<file path="config.mk">
export PLATFORM = sky130hd
export DESIGN_NAME = fifo_drain_serializer
export DESIGN_NICKNAME = d
export VERILOG_FILES = /design/src/rtl/fifo_drain_pkg.sv /design/src/rtl/fifo_drain_slice_counter.sv /design/src/rtl/fifo_drain_serializer.sv
export SDC_FILE = /design/constraint.sdc
export NUM_CORES = 1
export LEC_CHECK = 0
export CAP_MARGIN = 20
export CORE_ASPECT_RATIO = 0.7
export CORE_MARGIN = 2
export CORE_UTILIZATION = 25
export DETAILED_ROUTE_END_ITERATION = 8
export SLEW_MARGIN = 15
export SYNTH_ARGS = -nofsm -noshare
export SYNTH_HDL_FRONTEND = slang
export SYNTH_SLANG_ARGS = --single-unit
</file>
<file path="constraint.sdc">
create_clock -name clk -period 1.65 [get_ports clk]
set_clock_uncertainty 0.1 [all_clocks]
set_input_delay 0.33 -clock clk [delete_from_list [all_inputs] [get_ports clk]]
set_output_delay 0.33 -clock clk [all_outputs]
set_load 0.005 [all_outputs]
</file>
<file path="src/rtl/fifo_drain_pkg.sv">
// Shared types and sizing helpers for the FIFO drain serializer.
package fifo_drain_pkg;

  typedef enum logic {
    IDLE = 1'b0,
    SEND = 1'b1
  } drain_state_t;

  // Slices per FIFO word; guarded so a bad configuration still elaborates far enough to report.
  function automatic int unsigned num_slices(input int unsigned width, input int unsigned out_w);
    if (out_w == 0 || out_w > width) return 1;
    return width / out_w;
  endfunction

  function automatic int unsigned cnt_width(input int unsigned n);
    return (n <= 1) ? 1 : $clog2(n);
  endfunction

  function automatic bit cfg_ok(input int unsigned width, input int unsigned out_w);
    return (out_w != 0) && (out_w <= width) && ((width % out_w) == 0);
  endfunction

endpackage

</file>
<file path="src/rtl/fifo_drain_slice_counter.sv">
// Slice index counter for the drain serializer: synchronous clear, increment, last-slice flag.
module fifo_drain_slice_counter
  import fifo_drain_pkg::*;
#(
  parameter int unsigned NUM_SLICES = 4,
  localparam int unsigned CNT_W = cnt_width(NUM_SLICES)
) (
  input  logic             clk,
  input  logic             res_n,
  input  logic             clear,
  input  logic             inc,
  output logic [CNT_W-1:0] cnt,
  output logic             last_c
);

  assign last_c = (cnt == CNT_W'(NUM_SLICES - 1));

  // Clear wins over increment so a pop always restarts at the LSB slice.
  always_ff @(posedge clk or negedge res_n) begin
    if (!res_n) begin
      cnt <= '0;
    end else if (clear) begin
      cnt <= '0;
    end else if (inc) begin
      cnt <= last_c ? '0 : cnt + CNT_W'(1);
    end
  end

endmodule

</file>
<file path="src/rtl/fifo_drain_serializer.sv">
// Pops words from the shift-register FIFO head and emits them as OUT_W-bit slices, LSB first.
// Optional even-parity output is enabled by defining FIFO_DRAIN_PARITY_EN.
module fifo_drain_serializer
  import fifo_drain_pkg::*;
#(
  parameter int unsigned WIDTH = 32,
  parameter int unsigned OUT_W = 8
) (
  input  logic             clk,
  input  logic             res_n,
  input  logic [WIDTH-1:0] head_data,
  input  logic             head_filled,
  output logic             shift_out,
  output logic [OUT_W-1:0] out_data,
  output logic             out_valid,
`ifdef FIFO_DRAIN_PARITY_EN
  output logic             out_parity,
`endif
  input  logic             out_ready
);

  localparam int unsigned NUM_SLICES = num_slices(WIDTH, OUT_W);
  localparam int unsigned CNT_W      = cnt_width(NUM_SLICES);

  if (!cfg_ok(WIDTH, OUT_W)) begin : g_cfg_check
    $fatal(1, "fifo_drain_serializer: WIDTH must be a non-zero multiple of OUT_W");
  end

  drain_state_t     state;
  drain_state_t     state_nxt;
  logic [WIDTH-1:0] word_reg;
  logic [CNT_W-1:0] slice_cnt;
  logic             slice_last_c;
  logic             slice_inc_c;
  logic             xfer_c;
  logic             pop_c;

  fifo_drain_slice_counter #(
    .NUM_SLICES(NUM_SLICES)
  ) u_slice_cnt (
    .clk    (clk),
    .res_n  (res_n),
    .clear  (pop_c),
    .inc    (slice_inc_c),
    .cnt    (slice_cnt),
    .last_c (slice_last_c)
  );

  // Next state and pop decision; a pop is only legal when no slice is left pending.
  always_comb begin
    state_nxt   = state;
    pop_c       = 1'b0;
    slice_inc_c = 1'b0;
    xfer_c      = out_valid & out_ready;
    case (state)
      IDLE: begin
        if (head_filled) pop_c = 1'b1;
      end
      SEND: begin
        if (xfer_c) begin
          if (!slice_last_c) begin
            slice_inc_c = 1'b1;
          end else if (head_filled) begin
            pop_c = 1'b1;
          end else begin
            state_nxt = IDLE;
          end
        end
      end
      default: state_nxt = IDLE;
    endcase
    // The FIFO must never shift while this block is held in reset.
    if (!res_n) pop_c = 1'b0;
    if (pop_c) state_nxt = SEND;
  end

  assign shift_out = pop_c;

  always_ff @(posedge clk or negedge res_n) begin
    if (!res_n) begin
      state     <= IDLE;
      word_reg  <= '0;
      out_valid <= 1'b0;
    end else begin
      state     <= state_nxt;
      out_valid <= (state_nxt == SEND);
      if (pop_c) word_reg <= head_data;
    end
  end

  // Slice select from held word; constant part-selects keep every index in range.
  always_comb begin
    out_data = '0;
    for (int unsigned i = 0; i < NUM_SLICES; i++) begin
      if (slice_cnt == CNT_W'(i)) out_data = word_reg[i*OUT_W +: OUT_W];
    end
  end

`ifdef FIFO_DRAIN_PARITY_EN
  assign out_parity = ^out_data;
`endif

endmodule

</file>
==> flow_summary.json <==
{
  "status": "complete, but fails checks",
  "violations": "setup timing",
  "dr.pass1.iters": 4,
  "worst_slew_pin_slew_ns": 0.473,
  "clkTransAtPathRegs_ns": 0.07,
  "cpPeakStageDelay_ns": 0.41,
  "async_flop_share_pct": 100,
  "max-cap-violations": 0,
  "synth_warnings": 0,
  "fin_worst_hold_slack_ns": 0.0341,
  "min_period_ns": 2.10,
  "initial_utilization_pct": 26.2,
  "dp_hpwl_um": 2930,
  "synth_cell_types": 24,
  "dp_slack_ns": -0.578,
  "layout.nets": 248,
  "slew_headroom_pct": 68.4,
  "yosysMostFrequentCell": "dfrtp_1",
  "p_leak_uw": 0.00124,
  "synth_common_cells": "dfrtp_1 (35), mux2_4 (27), a21oi_1 (12)",
  "antenna_cells_inserted": 0,
  "internal_power_uw": 3330,
  "area_growth_pct": 54.6,
  "grt_usage_pct": 11.5,
  "globalplace.congestion": 0.748,
  "setup_ws_ns": -0.454,
  "numPortBuffers": 45,
  "grt_max_degree": 37,
  "placed_cell_area_mm2": 0.00245,
  "pwr-share-comb_pct": 56.8,
  "viasPerCell": 4.16,
  "ant_nets": 0,
  "grt_pass1_wl_um": 6930,
  "grt_pass1_vias": 1306,
  "timing.final.crit_share_pct": 128,
  "dieArea_mm2": 0.00793,
  "endpoint": "out_data[4]",
  "cts.sinks": 35,
  "startpoint": "u_slice_cnt.cnt[0]",
  "syn_nets": 174,
  "synth.top_cell.area_share_pct": 48.5,
  "rsz0062_at_grt": "true",
  "timing.rr.end": "word_reg[20]",
  "drt-total-wl_um": 4460,
  "ctsHoldBuffers": 0,
  "drv_slew": 0,
  "irDropWorstVdd_mv": 0.775,
  "min_path_type": "input pin to async pin",
  "netSwitchingFraction_pct": 33.1,
  "finalHoldViolations": 0,
  "crit_type": "flip-flop to output port",
  "largest_register_ffs": 32,
  "ys_top_cells_by_area": "dfrtp_1 (49%), mux2_4 (22%), a21oi_1 (3.3%), mux2_2 (3.1%), a22o_1 (2.9%)",
  "antenna_found_initial": 0,
  "io_pins": 46,
  "regToRegSetupSlack_ns": -0.28,
  "die_w_um": 106,
  "synth_top_area_cell": "dfrtp_1",
  "postLayoutCellArea_mm2": 0.00279,
  "crit_slowest_cell": "dfrtp_1",
  "setup_viol_count_final": 43,
  "worst-endpoint-required_ns": 1.22,
  "synth_area_mm2": 0.00181,
  "crit_chain": "buf_6, ha_4, buf_8, a21oi_2, o21ai_1, a22o_1, buf_2",
  "crit_fanout": 8,
  "r2r_start": "u_slice_cnt.cnt[0]",
  "cts_made_buffers": 5,
  "htree_levels": 2,
  "drt_iter0_markers": 16,
  "drive_gt1_share_pct": 47.3,
  "ff2ff_path_depth": 8,
  "core_mm2": 0.00688,
  "clk_path_buf_depth": 2,
  "p_sw_uw": 1650,
  "fmax_mhz": 475,
  "p_seq_share_pct": 32.1,
  "clk_root_buffer_cell": "clkbuf_8",
  "netlist_instances": 134,
  "worstPathArrival_ns": 1.67,
  "vias": 1251,
  "cp.depth": 7,
  "power_density_mw_per_mm2": 1780,
  "overflow": 0,
  "startpoint_type": "flip-flop",
  "ys_seq_elements": 35,
  "die_y_um": 75.1,
  "path_delay_family": "flip-flops",
  "ys_seq_area_share_pct": 48.5,
  "clk_latency_ns": 0.27,
  "endpoint_kind": "output port",
  "power_frac_clock_pct": 11.1,
  "synth_edf_count": 0,
  "syn_area_per_cell_um2": 13.5,
  "rows": 25,
  "routedWlPerCell_um": 14.8,
  "drc": 0,
  "cts_tree": "done",
  "critPathBufInv": 3,
  "synthFlopType": "dfrtp_1"
}
## metal layers
| metal | vias up | GRT usage (%) | wire [um] |
|---|---|---|---|
| met1 | 592 | 16.3 | 2250 |
| met3 | 4 | 3.64 | 280 |
| met2 | 38 | 18.0 | 1900 |
| met4 | 0 | 1.32 | 30 |
| met5 | - | 0 | 0 |
| li1 | 617 | - | - |
## area by class of cell
| type | instances | area [um2] |
|---|---|---|
| Sequential cell | 35 | 877 |
| Timing Repair Buffer | 74 | 753 |
| Multi-Input combinational cell | 84 | 938 |
| Clock buffer | 6 | 72.6 |
| Fill cell | 680 | 4090 |
| Inverter | 8 | 32.5 |
| Tap cell | 94 | 118 |
## worst register-to-register path, delay by kind of cell, from the launching register on
family | cells | cell delay [ns]
buf+inv | 4 | 0.60
fa+ha+maj | 1 | 0.16
mux | 1 | 0.29
simple gates | 1 | 0.07
flops | 1 | 0.41
compound gates | 1 | 0.20
## metrics by stage
step	utilization, %	cells	setup TNS (ns)	power, uW
6_report	40.6	301	-12.19	4980
2_1_floorplan	-	134	-0.00738	2960
3_3_place_gp	35.6	285	-14.45	3980
5_1_grt	40.6	301	-14.38	5360
3_5_place_dp	35.6	285	-15.15	4030
4_1_cts	39.1	296	-12.36	4790
## kinds of logic after synthesis
logic type | synth area share [%]
flops | 48.5
mux | 26.1
compound gates | 11.2
simple gates | 4.85
buf+inv | 6.03
fa+ha+maj | 2.77
xor+xnor | 0.485
## worst min path at each step
| stage | slack [ns] | endpoint | cells after the start |
|---|---|---|---|
| after floorplan | -0.07 | state | 0 |
| after global placement | 0.35 | word_reg[1] | 2 |
| after detailed placement | 0.36 | word_reg[9] | 2 |
| after CTS | 0.05 | word_reg[9] | 2 |
| after global routing | 0.08 | word_reg[22] | 2 |
| final | 0.03 | word_reg[9] | 2 |
## cells in the final DEF, fill, tap and decap left out, types with 2 or more instances in the layout
master and count:
ha_4 4, nor2b_1 2, clkbuf_8 5, nor2_2 2, o21ai_1 5, dfrtp_1 34, mux2_4 27, buf_2 9
buf_4 18, inv_1 6, bufbuf_16 2, a21oi_2 6, mux2_2 5, a22o_1 6, clkdlybuf4s50_1 34, buf_12 3
buf_6 5, nand2_1 9, a21oi_1 6
## power groups by stage
| stage | clock (uW) | combinational [uW] | sequential, uW |
|---|---|---|---|
| floorplan | 0 | 1470 | 1490 |
| global placement | 0 | 2430 | 1550 |
| detailed placement | 0 | 2470 | 1560 |
| CTS | 574 | 2640 | 1580 |
| global route | 623 | 3080 | 1660 |
| finish | 552 | 2830 | 1600 |
## timing repair
item | CTS | global route
hold endpoints to repair | 0 | 0
endpoints found under the setup margin | 44 | 43
gates resized for setup | 70 | 13
pin swaps | 12 | 14
gates cloned | 3 | 0
setup buffers | 2 | 5
Power figures use the tool's default switching activity.
